$ cat config.mk
export PLATFORM = sky130hd
export DESIGN_NAME = onehot_dec_stream_v_flat
export DESIGN_NICKNAME = d
export VERILOG_FILES = /design/src/rtl/onehot_dec_stream_v_pkg.sv /design/src/rtl/onehot_dec_stream_v_if.sv /design/src/rtl/onehot_dec_stream_v_skid_buf.sv /design/src/rtl/onehot_dec_stream_v.sv /design/src/flat_wrapper.sv
export SDC_FILE = /design/constraint.sdc
export NUM_CORES = 1
export LEC_CHECK = 0
export ABC_AREA = 1
export CAP_MARGIN = 20
export CORE_ASPECT_RATIO = 2
export CORE_UTILIZATION = 35
export CTS_CLUSTER_SIZE = 25
export DETAILED_ROUTE_END_ITERATION = 7
export PLACE_DENSITY = 0.58
export SETUP_SLACK_MARGIN = 0.5
export SYNTH_ARGS = -nofsm -noshare
export SYNTH_HDL_FRONTEND = slang
export SYNTH_HIERARCHICAL = 1
export SYNTH_SLANG_ARGS = --single-unit
$ cat constraint.sdc
create_clock -name i_clk -period 1.4 [get_ports i_clk]
set_input_delay 0.14 -clock i_clk [delete_from_list [all_inputs] [get_ports i_clk]]
set_output_delay 0.14 -clock i_clk [all_outputs]
set_load 0.01 [all_outputs]
$ cat src/rtl/onehot_dec_stream_v_pkg.sv
// onehot_dec_pkg: shared definitions for the streaming one-hot decoder.
//   - state encoding for the skid buffer FSM
//   - f_onehot: binary code -> {err, onehot} over a fixed maximum width
//   - f_cnt_max: all-ones value for a saturating counter of a given width
package onehot_dec_pkg;

  localparam logic [1:0] ST_EMPTY = 2'd0;
  localparam logic [1:0] ST_ONE   = 2'd1;
  localparam logic [1:0] ST_FULL  = 2'd2;

  typedef enum logic [1:0] {
    S_EMPTY = ST_EMPTY,
    S_ONE   = ST_ONE,
    S_FULL  = ST_FULL
  } state_t;

  // Widest one-hot word the decode function can produce; callers slice it.
  localparam int MAX_W = 64;

  // Bit MAX_W is the error flag; bits [MAX_W-1:0] hold the one-hot word,
  // which stays all-zero when the code is out of range.
  function automatic logic [MAX_W:0] f_onehot(input int unsigned code,
                                              input int unsigned out_w);
    logic [MAX_W:0] r;
    r = '0;
    for (int unsigned i = 0; i < MAX_W; i++) begin
      r[i] = (code == i) && (code < out_w);
    end
    r[MAX_W] = (code >= out_w);
    return r;
  endfunction

  function automatic logic [63:0] f_cnt_max(input int unsigned w);
    return (w >= 64) ? '1 : ((64'd1 << w) - 64'd1);
  endfunction

endpackage

$ cat src/rtl/onehot_dec_stream_v_if.sv
// onehot_dec_stream_v_if: handshake bundle of the streaming one-hot decoder.
//   slave  : decoder view (consumes code stream, produces one-hot stream)
//   master : producer/consumer view driving the decoder
// Signals: i_code/i_valid/o_ready (input stream), o_onehot/o_code_err/o_valid/
//          i_ready (output stream), i_clr_count/o_count (good-beat counter).
interface onehot_dec_stream_v_if #(
  parameter int CODE_W = 2,
  parameter int OUT_W  = 4,
  parameter int CNT_W  = 8
);
  logic [CODE_W-1:0] i_code;
  logic              i_valid;
  logic              o_ready;
  logic [OUT_W-1:0]  o_onehot;
  logic              o_code_err;
  logic              o_valid;
  logic              i_ready;
  logic              i_clr_count;
  logic [CNT_W-1:0]  o_count;

  modport slave (
    input  i_code, i_valid, i_ready, i_clr_count,
    output o_ready, o_onehot, o_code_err, o_valid, o_count
  );

  modport master (
    output i_code, i_valid, i_ready, i_clr_count,
    input  o_ready, o_onehot, o_code_err, o_valid, o_count
  );
endinterface

$ cat src/rtl/onehot_dec_stream_v_skid_buf.sv
// skid_buf_v: two-entry registered skid buffer.
//   clk, rst              clock, async active-high reset
//   in_data/in_valid      upstream beat
//   in_ready              registered: low only while both entries are held
//   out_data/out_valid    registered output stage; out_data is zero when empty
//   out_ready             downstream accept
//
// state   | meaning
// EMPTY   | no beat held, output invalid
// ONE     | one beat in the output register
// FULL    | output register and skid register both hold beats
module skid_buf_v
  import onehot_dec_pkg::*;
#(
  parameter int W = 5
) (
  input  logic         clk,
  input  logic         rst,
  input  logic [W-1:0] in_data,
  input  logic         in_valid,
  output logic         in_ready,
  output logic [W-1:0] out_data,
  output logic         out_valid,
  input  logic         out_ready
);

  state_t       state;
  logic [W-1:0] out_q;
  logic [W-1:0] skid_q;
  logic         out_valid_q;
  logic         in_ready_q;
  logic         in_xfer;
  logic         out_xfer;

  assign in_xfer  = in_valid & in_ready_q;
  assign out_xfer = out_valid_q & out_ready;

  always_ff @(posedge clk or posedge rst) begin
    if (rst) begin
      state       <= S_EMPTY;
      out_q       <= '0;
      skid_q      <= '0;
      out_valid_q <= 1'b0;
      in_ready_q  <= 1'b1;
    end else begin
      case (state)
        S_EMPTY: begin
          if (in_xfer) begin
            out_q       <= in_data;
            out_valid_q <= 1'b1;
            state       <= S_ONE;
          end
        end
        S_ONE: begin
          if (in_xfer && out_xfer) begin
            out_q <= in_data;
          end else if (in_xfer) begin
            skid_q     <= in_data;
            in_ready_q <= 1'b0;
            state      <= S_FULL;
          end else if (out_xfer) begin
            // Clear the payload so the output reads zero while invalid.
            out_q       <= '0;
            out_valid_q <= 1'b0;
            state       <= S_EMPTY;
          end
        end
        S_FULL: begin
          if (out_xfer) begin
            out_q      <= skid_q;
            in_ready_q <= 1'b1;
            state      <= S_ONE;
          end
        end
        default: begin
          state       <= S_EMPTY;
          out_q       <= '0;
          out_valid_q <= 1'b0;
          in_ready_q  <= 1'b1;
        end
      endcase
    end
  end

  assign in_ready  = in_ready_q;
  assign out_data  = out_q;
  assign out_valid = out_valid_q;

endmodule

$ cat src/rtl/onehot_dec_stream_v.sv
// onehot_dec_stream_v: streaming binary-to-one-hot decoder.
//   i_clk, i_rst  clock, async active-high reset
//   bus (slave)   i_code/i_valid/o_ready in, o_onehot/o_code_err/o_valid/i_ready
//                 out, i_clr_count/o_count saturating good-beat counter
// Codes are decoded before the skid buffer, so only {err, onehot} is stored.
module onehot_dec_stream_v
  import onehot_dec_pkg::*;
#(
  parameter int CODE_W = 2,
  parameter int OUT_W  = 4,
  parameter int CNT_W  = 8
) (
  input  logic                  i_clk,
  input  logic                  i_rst,
  onehot_dec_stream_v_if.slave  bus
);

  localparam logic [CNT_W-1:0] CNT_MAX = CNT_W'(f_cnt_max(CNT_W));

  logic [MAX_W:0] dec_full;
  logic           unused_dec;
  logic [OUT_W:0] in_payload;
  logic [OUT_W:0] out_payload;
  logic [CNT_W-1:0] cnt_q;

  assign dec_full   = f_onehot(32'(bus.i_code), OUT_W);
  assign unused_dec = ^dec_full;
  assign in_payload = {dec_full[MAX_W], dec_full[OUT_W-1:0]};

  skid_buf_v #(.W(OUT_W + 1)) u_skid (
    .clk       (i_clk),
    .rst       (i_rst),
    .in_data   (in_payload),
    .in_valid  (bus.i_valid),
    .in_ready  (bus.o_ready),
    .out_data  (out_payload),
    .out_valid (bus.o_valid),
    .out_ready (bus.i_ready)
  );

  assign bus.o_onehot   = out_payload[OUT_W-1:0];
  assign bus.o_code_err = out_payload[OUT_W];

  // Clear wins over a same-cycle increment; saturate instead of wrapping.
  always_ff @(posedge i_clk or posedge i_rst) begin
    if (i_rst) begin
      cnt_q <= '0;
    end else if (bus.i_clr_count) begin
      cnt_q <= '0;
    end else if (bus.o_valid && bus.i_ready && !bus.o_code_err && cnt_q != CNT_MAX) begin
      cnt_q <= cnt_q + 1'b1;
    end
  end

  assign bus.o_count = cnt_q;

endmodule
$ cat src/flat_wrapper.sv
// flat-port wrapper written by rule: the top's interface ports become plain ports
module onehot_dec_stream_v_flat import onehot_dec_pkg::*;
#(
  parameter int CODE_W = 2,
  parameter int OUT_W  = 4,
  parameter int CNT_W  = 8
)
  (i_clk, i_rst, bus_i_code, bus_i_valid, bus_i_ready, bus_i_clr_count, bus_o_ready, bus_o_onehot, bus_o_code_err, bus_o_valid, bus_o_count);
  onehot_dec_stream_v_if #(.CODE_W(CODE_W), .OUT_W(OUT_W), .CNT_W(CNT_W)) bus_i ();
  input  logic i_clk;
  input  logic i_rst;
  input wire logic [$bits(bus_i.i_code)-1:0] bus_i_code;
  input wire logic [$bits(bus_i.i_valid)-1:0] bus_i_valid;
  input wire logic [$bits(bus_i.i_ready)-1:0] bus_i_ready;
  input wire logic [$bits(bus_i.i_clr_count)-1:0] bus_i_clr_count;
  output wire logic [$bits(bus_i.o_ready)-1:0] bus_o_ready;
  output wire logic [$bits(bus_i.o_onehot)-1:0] bus_o_onehot;
  output wire logic [$bits(bus_i.o_code_err)-1:0] bus_o_code_err;
  output wire logic [$bits(bus_i.o_valid)-1:0] bus_o_valid;
  output wire logic [$bits(bus_i.o_count)-1:0] bus_o_count;
  assign bus_i.i_code = bus_i_code;
  assign bus_i.i_valid = bus_i_valid;
  assign bus_i.i_ready = bus_i_ready;
  assign bus_i.i_clr_count = bus_i_clr_count;
  assign bus_o_ready = bus_i.o_ready;
  assign bus_o_onehot = bus_i.o_onehot;
  assign bus_o_code_err = bus_i.o_code_err;
  assign bus_o_valid = bus_i.o_valid;
  assign bus_o_count = bus_i.o_count;
  onehot_dec_stream_v #(.CODE_W(CODE_W), .OUT_W(OUT_W), .CNT_W(CNT_W)) u_core (.i_clk(i_clk), .i_rst(i_rst), .bus(bus_i));
endmodule
-- After elaboration in Yosys (flattened, before gate mapping)
Index checks and enable logic that the tools add are counted.
- bits in registers: 21
- bits of input ports: 7
- word-level logic and storage cells: 63
- add/subtract/negate cells: 1
- equal/unequal tests: 15
- multiplexer cells: 23
- bitwise logic cells: 5
- reduce and logical (&&, ||, !) cells: 13
- operators with widths (kind ; number):
    2-to-1 mux 5 bit ; 5
    2-to-1 mux 8 bit ; 2
    case mux 5 bit (3 select lines) ; 1
    inequality test 2 bit, second input constant ; 6
    AND reduction 4 bit ; 3
    2-to-1 mux 2 bit ; 5
    inequality test 3 bit, second input constant ; 3
    adder 8 x 1 -> 8 bit, second input constant ; 1
    inequality test 8 bit, second input constant ; 1
    2-to-1 mux 1 bit ; 7
    == test 2 bit, second input constant ; 3
    case mux 1 bit (3 select lines) ; 2
    case mux 2 bit (3 select lines) ; 1
    AND reduction 5 bit ; 1
    == test 2 x 1 -> 1 bit, second input constant ; 2
    logical AND 1 bit ; 4
    logical NOT 2 bit ; 2
    inverter 1 bit ; 3
    AND reduction 3 bit ; 1
    AND 1 bit ; 2
    nonzero test 2 bit ; 1
    logical NOT 1 bit ; 1

-- Depth between registers and ports, before layout
Gate-level depths: netlist (run 1).
- depth in word-level cells: 5
- depth in mapped cells: 9
- depth with buffers taken out: 9

-- Cells and area by module
Netlist (run 1), hierarchy kept.
- by module, submodules not included (module ; times used ; cells each ; area an instance (µm²)):
    skid_buf_v ; 1 ; 96 ; 730.7
    onehot_dec_stream_v ; 1 ; 80 ; 535.5

-- Worst setup path after synthesis (run 1)
No wires, ideal clock.
- path kind: reg-to-reg
- start point: reg u_core.cnt_q[0], in the netlist u_core/bus.o_count[0]
- end point: reg u_core.cnt_q[7], in the netlist u_core/bus.o_count[7]
- arrival time: 1163 ps
- path slack: 119 ps
- stages on the path, launching flop included: 10
- buffers on the path: 0
- period minus slack after synthesis: 1281 ps
- path through: dfrtp_1 -> ha_1 -> nand2_2 -> nor2_4 -> nand2_2 -> nand2_2 -> nand2_4 -> clkinv_4 -> nand2_1 -> nand2_1
- longest elaborated chain between the ends: 3
- elaborated cells between the ends (all ways): 6
- those cells by class: add/sub (1); eq/ne (1); mux (2); reduce/logical (2)
- RTL lines (item ; line ; text):
    start: declaration ; onehot_dec_stream_v.sv:24 ; logic [CNT_W-1:0] cnt_q;
    start signal: assignment ; onehot_dec_stream_v.sv:51 ; cnt_q <= cnt_q + 1'b1;
    adder 8 x 1 -> 8 bit or inequality test 8 bit (tied branches) ; onehot_dec_stream_v.sv:51, onehot_dec_stream_v.sv:50 ;
    2-to-1 mux 8 bit or logical AND 1 bit (tied branches) ; onehot_dec_stream_v.sv:50 ; end else if (bus.o_valid && bus.i_ready && !bus.o_code_err && cnt_q != CNT_MAX) begin
    2-to-1 mux 8 bit or nonzero test 2 bit (tied branches) ; n/a ;
Parallel ways exist; a longest one is shown, timed or not. The select of a mux whose other input is x is not followed.
A chain may end at the register's enable or synchronous reset.

-- Worst setup path in the final report (run 1)
Ends and elaborated chain as after synthesis.

==> results of run 1 <==
==> cell usage in the layout, fill, tap and decap left out <==
cell	n
nand2_1	57
buf_4	22
nand2_2	18
dfrtp_1	18
buf_6	15
inv_1	12
nand3_1	12
nor2_1	10
buf_2	7
nor2_4	7
clkdlybuf4s50_1	6
nand2_4	5
inv_2	4
inv_4	4
nand3_2	4
clkbuf_8	3
o21ai_1	3
dfrtp_2	3
conb_1	3
nand4_1	2
nor3_1	2
xor2_1	2
o21ai_0	2
o21ai_2	2
bufinv_16	1
clkbuf_2	1
a21oi_2	1
clkinv_4	1
a21oi_1	1
nor2_2	1
ha_4	1
nand2_8	1
nand3_4	1
dfstp_2	1
buf_12	1
==> per-stage QoR <==
stage / power (mW) / setup slack (ns) / TNS, ns / area [sq um] / instances
6_report: 1.30 / 0.120 / 0 / 2010 / 282
3_5_place_dp: 0.719 / -0.0846 / -0.319 / 1660 / 256
5_1_grt: 1.36 / 0.0534 / 0 / 2010 / 282
2_1_floorplan: 0.681 / 0.143 / 0 / 1310 / 178
4_1_cts: 1.32 / 0.129 / 0 / 1930 / 276
3_3_place_gp: 0.719 / -0.0566 / -0.197 / 1660 / 256
==> layer usage <==
layer | routed length, um | global-route usage | up-vias
li1 | - | - | 663
met2 | 2040 | 0.381 | 35
met4 | 112 | 0.107 | 0
met3 | 104 | 0.0187 | 10
met1 | 1160 | 0.196 | 621
met5 | 0 | 0 | -
==> critical path, stage by stage (launching register included) <==
cell and delay (ns):
dfrtp_1 0.43, ha_4 0.19, nand2_4 0.06, nor2_4 0.04, nand2_2 0.08, nand2_2 0.07
nand2_4 0.10, clkinv_4 0.09, nand2_1 0.07, nand2_1 0.04
==> cell type report <==
class	count	area, sq um	area share
multi-input combinational	135	776	0.386
sequential	22	556	0.276
timing repair buffer	52	454	0.226
inverter	21	93.8	0.0467
tap	48	60.1	0.0299
clock buffer	3	41.3	0.0205
clock inverter	1	30.0	0.0149
==> power by group <==
group          switching, mW  leakage [nW]  internal (mW)
logic                 0.0472         0.724         0.0309
clock network          0.206        0.0357          0.382
registers       0.0000000435         0.273          0.635
==> flip-flops by register name, summed over array words and instances, names as in the netlist <==
register,cells
u_core/u_skid/out_valid,1
u_core/u_skid/in_ready,1
u_core/u_skid/skid_q,5
u_core/u_skid/out_data,5
u_core/bus.o_count,8
u_core/u_skid/state,2
==> worst paths after layout <==
kind,startpoint,endpoint,cells after the start
hold reg to reg,u_core/u_skid/skid_q[2],u_core/u_skid/skid_q[2],2
setup reg to reg,u_core/bus.o_count[0],u_core/bus.o_count[7],9
hold / removal,i_rst,u_core/bus.o_count[1],2
setup / recovery,u_core/bus.o_count[0],u_core/bus.o_count[7],9
max in group asynchronous,i_rst,u_core/u_skid/in_ready,3
min in group i_clk,u_core/u_skid/skid_q[2],u_core/u_skid/skid_q[2],2
==> logic make-up (layout without fill, tap and decap cells) <==
group | count (synthesis) | count (layout) | share of synthesized area
xor gates and xnor gates | 2 | 2 | 0.0138
buffers and inverters | 21 | 77 | 0.0682
AOI/OAI and AO/OA | 9 | 9 | 0.0356
other | 1 | 3 | 0.00296
DFF | 22 | 22 | 0.436
adders and majority gates | 1 | 1 | 0.00988
and+or+nand+nor | 120 | 120 | 0.434
==> what timing repair did <==
item / 4_1_cts / 5_1_grt
buffers inserted: 16 / 6
pin swaps: 18 / 6
resized for setup: 83 / 22
endpoints found under the hold margin: 0 / 0
setup endpoints to repair: 37 / 37
==> impl_metrics.toml, run 1 <==
[clock_tree]
clkTransAtPathRegs_ns = 0.08
clk_path_buf_depth = 2
ctsHoldBuffers = 0
cts_tree = "built"
numCtsBuffers = 3
htreeDepth = 1
cts.sinks = 22
clk_latency_ns = 0.26
root_buffer = "clkbuf_8"

[timing]
finalHoldViolCount = 0
setup_violations = 0
worst_hold_slack_ns = 0.159
clock_skew_ns = 0.00217
slew_viol_final = 0
fmax_mhz = 782
rsz0062_at_grt = "true"
period_share = 0.914
min_period_ns = 1.28

[die]
start_util = 0.371
design.portCount = 22
die_h_um = 87.1
fp.coreArea_sq_um = 3420
die_w_um = 44.5
rows = 30
dieArea_sq_um = 3880

[status]
status = "completed"

[grt]
gr-total-overflow = 0
grt_usage = 0.199
grt_pass1_wl_mm = 5.74
antenna_found_initial = 0
grt_pass1_vias = 1357
grt_max_degree = 15

[routing]
detail-route-antenna-nets = 0
firstDrtPassIters = 4
drc_errors = 0
wl_mm = 3.41
vias_per_cell = 4.71
drt_iter0_markers = 20
wl_per_cell_um = 12.1
vias = 1329

[pwr]
ir_worst_vdd_uv = 510
p_leak_nw = 1.03
power.density_nw_per_um2 = 647

[critical_path]
cp_data_arrival_time_ns = 1.44
worstSetupPathType = "reg -> reg"
critPathLaunchType = "flip-flop"
path_max_fanout = 5
cp.required_ns = 1.56
crit_path_end_kind = "flip-flop"
r2r_slack_ns = 0.12

[synthesis]
ys_dominant_reg_cell = "dfrtp_1"
synth_top_area_cell = "dfrtp_1"
synth_edf_count = 0
yosys_warnings = 6
synthTopCellsByArea = "dfrtp_1, nand2_1, nand3_1"
syn-instance-count = 176
synthDominantCellAreaShare = 0.415
synth_cell_types = 22
yosysMostFrequentCell = "nand2_1"
synth_area_per_cell_sq_um = 7.19
synth_area_sq_um = 1270
synth_common_cells = "nand2_1, dfrtp_1, nand3_1"
synth-seq-cells = 22
ys_seq_area_frac = 0.436
async_reset_ff_frac = 1.00

[hold_path]
hold_path.class = "in -> async"

[final_layout]
num-nets-final = 243
fill_cells = 313
drive_above_1_share = 0.444
fin_util = 0.589
antenna_cells = 0
syn_to_final_growth_pct = 58.8

[place]
portBuffers = 21
place.gp.congestion = 0.837
place_hpwl_mm = 2.48

[run]
drv_cap = 0
Note: power is estimated with default switching activity, not from simulation.
==> inputs of run 2 (changes only) <==
ABC_AREA = not set   (was 1)
HOLD_SLACK_MARGIN = 0.06   (was not set)
PLACE_DENSITY = 0.57   (was 0.58)
==> run 2 against run 1 <==
The flow now finishes with violations (negative setup slack); cell count down 12%; non-clock buffer count up 21; synthesized cell count down 29%; core utilization up 3.4 points; die area up 4.2%; count of clock-buffer cells in the layout up 1; wire length up 14%; synthesized area up 4.3%; final area up 12%; global-route usage up 0.52 points; first-iteration DRC count down 15%; critical path type unchanged; critical endpoint is now u_core/bus.o_count[5].
==> impl_metrics.toml, run 2 <==
[routing]
drt_iter0_markers = 17
wl_mm = 3.91
firstDrtPassIters = 4
detail-route-antenna-nets = 0
drc_errors = 0
vias_per_cell = 5.18
vias = 1279
wl_per_cell_um = 15.8

[timing]
setup_slack_ns = -0.0185
rsz0062_at_grt = "true"
setup_violations = 1
slew_viol_final = 0
min_period_ns = 1.42
clock_skew_ns = 0.00183
fmax_mhz = 705
tns_ns = -0.0185
finalHoldViolCount = 0
period_share = 1.01

[synthesis]
ys_seq_area_frac = 0.418
synth_common_cells = "dfrtp_1, nand2_1, nor2_1"
synth_area_sq_um = 1320
synth_top_area_cell = "dfrtp_1"
synth_edf_count = 0
yosys_warnings = 6
async_reset_ff_frac = 1.00
synth_cell_types = 45
synthTopCellsByArea = "dfrtp_1, mux2_4, mux2i_1"
synth-seq-cells = 22
ys_dominant_reg_cell = "dfrtp_1"
yosysMostFrequentCell = "dfrtp_1"
synthDominantCellAreaShare = 0.398
synth_area_per_cell_sq_um = 10.6
syn-instance-count = 125

[final_layout]
num-nets-final = 207
largest_reg_flops = 8
final_cell_mix = "buf_6, buf_4, dfrtp_1"
antenna_cells = 0
final_common_cell = "buf_6"
drive_above_1_share = 0.566
syn_to_final_growth_pct = 70.1
fin_area_sq_um = 2250
fill_cells = 296

[clock_tree]
root_buffer = "clkbuf_8"
cts_tree = "built"
clk_latency_ns = 0.27
cts.sinks = 22
clk_path_buf_depth = 2
clkTransAtPathRegs_ns = 0.08
ctsHoldBuffers = 0
htreeDepth = 1
numCtsBuffers = 3

[status]
violations = "negative setup slack"
status = "finished with violations"

[pwr]
power.density_nw_per_um2 = 533
p_clk_frac = 0.389
ir_worst_vdd_uv = 700
seqPwrFrac = 0.530
intPower_uw = 930
p_sw_frac = 0.223
combPwrFrac = 0.080
p_switching_uw = 267
p_leak_nw = 1.03

[critical_path]
slowest_stage = "dfrtp_1"
critPathLaunchType = "flip-flop"
cp.required_ns = 1.56
cp_slowest_stage_delay_ns = 0.42
path_cells = "ha_4 > and4_4 > nand4b_1 > mux2_4"
path_max_fanout = 3
crit_path_end_kind = "flip-flop"
cp_data_arrival_time_ns = 1.58
worstSetupPathType = "reg -> reg"

[grt]
grt_usage = 0.205
grt_pass1_vias = 1296
antenna_found_initial = 0
grt_max_degree = 15
gr-total-overflow = 0
grt_pass1_wl_mm = 5.91

[die]
design.portCount = 22
rows = 31
fp.coreArea_sq_um = 3610
dieArea_sq_um = 4040
start_util = 0.366
die_h_um = 88.9
die_w_um = 45.4

[hold_path]
hold_path.class = "in -> async"

[place]
portBuffers = 21
placed_area_sq_um = 1790
place_hpwl_mm = 2.61
place.gp.congestion = 0.815

[run]
drv_cap = 0
-- run 2: cell count changes in the layout (fill, tap and decap cells not counted), sizes merged, moves of 4 or more --
cell / before / now
nor2b: 0 / 5
mux2: 0 / 7
inv: 20 / 2
o22ai: 0 / 5
mux2i: 0 / 6
and2: 0 / 4
nand3: 17 / 6
nand2: 81 / 12
nor2: 18 / 9
a22o: 0 / 5
buf: 45 / 66
-- run 2: cell families (layout without fill, tap and decap cells) --
logic type | after synthesis | after routing | share of synthesized area
other cells | 1 | 3 | 0.00284
fa+ha+maj | 1 | 1 | 0.00947
compound gates | 31 | 31 | 0.171
simple gates | 49 | 49 | 0.231
mux | 13 | 13 | 0.122
flops | 22 | 22 | 0.418
buf+inv | 8 | 79 | 0.0455
-- run 2: path summary, 6_finish.rpt --
kind	from	endpoint	slack, ns	cells past startpoint
min reg2reg	u_core/u_skid/skid_q[0]	u_core/u_skid/skid_q[0]	0.52	1
max	u_core/bus.o_count[0]	u_core/bus.o_count[5]	-0.02	4
min in group i_clk	u_core/u_skid/skid_q[0]	u_core/u_skid/skid_q[0]	0.52	1
max in group asynchronous	i_rst	u_core/u_skid/in_ready	0.97	3
max reg2reg	u_core/bus.o_count[0]	u_core/bus.o_count[5]	-0.02	4
min	i_rst	u_core/bus.o_count[2]	0.16	2
-- run 2: metrics by stage --
step | hold slack (ns) | setup WS, ns | utilization | power, mW | std cells
after floorplan | -0.0443 | -0.0259 | - | 0.690 | 127
after global placement | 0.447 | -0.100 | 0.495 | 0.732 | 218
after detailed placement | 0.462 | -0.103 | 0.495 | 0.732 | 218
after CTS | 0.170 | -0.00377 | 0.575 | 1.20 | 240
after global routing | 0.200 | -0.0350 | 0.623 | 1.24 | 247
final | 0.156 | -0.0185 | 0.623 | 1.20 | 247
-- run 2: worst max-delay path, delay by kind of cell, from the launching register on --
family                   cells  cell delay (ns)
AND/OR/NAND/NOR              2             0.36
adder cells (fa/ha/maj)      1             0.19
multiplexers                 1             0.33
flip-flops                   1             0.42
-- run 2: cell type report --
type	count	area [sq um]	share of cell area
multi-input cells	97	866	0.385
repair buffers	73	702	0.312
flip-flops and latches	22	556	0.247
well taps	49	61.3	0.0273
clock buffers	4	55.1	0.0245
inverters	2	7.51	0.00334
-- run 2: repair_timing --
item                       4_1_cts  5_1_grt
resized for setup              100       20
setup buffers                   18        6
pin swaps                       14       11
setup endpoints to repair       37       37
gates cloned                     0        1
-- run 2: power by group through the flow --
| stage | combinational [mW] | sequential [mW] | clock [mW] |
|---|---|---|---|
| after floorplan | 0.0427 | 0.647 | 0 |
| after global placement | 0.0845 | 0.647 | 0 |
| after detailed placement | 0.0850 | 0.647 | 0 |
| after CTS | 0.0911 | 0.635 | 0.477 |
| after global routing | 0.105 | 0.635 | 0.503 |
| final | 0.0960 | 0.635 | 0.466 |
-- run 2: layer usage --
layer | routed length [um] | global-route usage
met1 | 1300 | 0.186
met2 | 2400 | 0.401
met3 | 99 | 0.0323
met4 | 114 | 0.102
met5 | 0 | 0
==> inputs of run 3 (changes only) <==
CORE_UTILIZATION = 45   (was 35)
PLACE_DENSITY = 0.7   (was 0.57)
==> run 3 against run 2 <==
The flow still finishes with violations (negative setup slack); count of clock-buffer cells in the layout is the same; register-to-register slack better by 0.02 ns; non-clock buffer count down 4; clock skew fell by 0.00057 ns; maximum frequency is 1.2% higher; critical endpoint unchanged; highest routed layer unchanged.
==> impl_metrics.toml, run 3 (synthesis results as in run 2) <==
[pwr]
power.density_nw_per_um2 = 562
power_mw = 1.19
ir_worst_vdd_uv = 797
p_leak_nw = 1.01

[critical_path]
crit_family = "flip-flops"
cp.required_ns = 1.56
worstSetupPathType = "reg -> reg"
slowest_stage = "dfrtp_1"
cp_num_cells = 4
path_max_fanout = 3
cp_data_arrival_time_ns = 1.56
rr_worst_depth = 4
critPathLaunchType = "flip-flop"
crit_path_end_kind = "flip-flop"
cp_slowest_stage_delay_ns = 0.39
crit_buf_inv = 0
path_cells = "ha_2 > and4_4 > nand4b_1 > mux2_4"

[timing]
rsz0062_at_grt = "true"
slew_viol_final = 0
clock_skew_ns = 0.00126
period_share = 1.00
setup_slack_ns = -0.00220
min_period_ns = 1.40
fmax_mhz = 713
finalHoldViolCount = 0
setup_violations = 1

[clock_tree]
clk_latency_ns = 0.26
root_buffer = "clkbuf_8"
cts.sinks = 22
ctsHoldBuffers = 0
clkTransAtPathRegs_ns = 0.08
numCtsBuffers = 3
cts_tree = "built"
clk_path_buf_depth = 2
htreeDepth = 1

[die]
die_w_um = 40.3
rows = 27
start_util = 0.477
fp.coreArea_sq_um = 2770
dieArea_sq_um = 3170
design.portCount = 22
die_h_um = 78.6

[status]
violations = "negative setup slack"
status = "finished with violations"

[final_layout]
drive_above_1_share = 0.557
seq_area_sq_um = 556
syn_to_final_growth_pct = 60.0
multiInputGateArea_sq_um = 851
num-nets-final = 203
fill_cells = 181
final_cell_mix = "buf_4, buf_6, dfrtp_1"
final_common_cell = "buf_4"
largest_reg_flops = 8
antenna_cells = 0

[grt]
grt_usage = 0.252
grt_max_degree = 15
grt_pass1_wl_mm = 5.51
antenna_found_initial = 0
gr-total-overflow = 0
grt_pass1_vias = 1264

[routing]
drt_iter0_markers = 23
vias = 1309
wl_mm = 4.10
detail-route-antenna-nets = 0
firstDrtPassIters = 4
wl_per_cell_um = 18.4
drc_errors = 0
vias_per_cell = 5.87

[place]
place.gp.congestion = 0.880
place_hpwl_mm = 2.54
place_worst_setup_slack_ns = -0.102
portBuffers = 21

[run]
drv_cap = 0

[hold_path]
hold_path.class = "in -> async"
-- run 3: area by class of cell --
| class | count | share of cell area |
|---|---|---|
| Timing Repair Buffer | 69 | 0.288 |
| Inverter | 2 | 0.00355 |
| Multi-Input combinational cell | 97 | 0.402 |
| Tap cell | 29 | 0.0172 |
| Sequential cell | 22 | 0.263 |
| Clock buffer | 4 | 0.0260 |
-- run 3: power by group --
group / total [mW] / internal [mW] / switching [mW]
Sequential: 0.635 / 0.635 / 0
Combinational: 0.0943 / 0.0414 / 0.0528
Clock: 0.459 / 0.251 / 0.208
Total: 1.19 / 0.927 / 0.261
-- run 3: per-layer routing --
metal	global-route usage	up-vias	wire length, um	part of all wire
li1	-	597	-	-
met1	0.230	662	1430	0.35
met2	0.484	37	2390	0.58
met3	0.0339	13	106	0.026
met4	0.107	0	169	0.041
met5	0	-	0	0
-- run 3: repair_timing --
action	CTS	global route
gates resized for setup	87	24
endpoints found under the setup margin	37	37
pin swaps	19	10
buffers inserted	14	8
cloned	0	0
-- run 3: path summary, 6_finish.rpt --
check                                            end                 startpoint  slack (ns)
setup / recovery               u_core/bus.o_count[5]      u_core/bus.o_count[1]      -0.002
hold / removal                 u_core/bus.o_count[4]                      i_rst        0.16
setup reg to reg               u_core/bus.o_count[5]      u_core/bus.o_count[1]      -0.002
hold reg to reg            u_core/u_skid/out_data[0]  u_core/u_skid/out_data[0]        0.52
max in group asynchronous     u_core/u_skid/in_ready                      i_rst        0.94
min in group i_clk             u_core/bus.o_count[0]                bus_i_ready        0.49
-- run 3: metrics by stage --
stage,hold WS [ns],cells,utilization,cell area (sq um),TNS (ns)
6_report,0.163,223,0.763,2110,-0.00220
5_1_grt,0.182,223,0.763,2110,-0.214
4_1_cts,0.173,215,0.708,1960,0
3_5_place_dp,0.458,197,0.629,1740,-0.928
3_3_place_gp,0.446,197,0.629,1740,-0.687
2_1_floorplan,-0.0443,127,-,1350,-0.0259
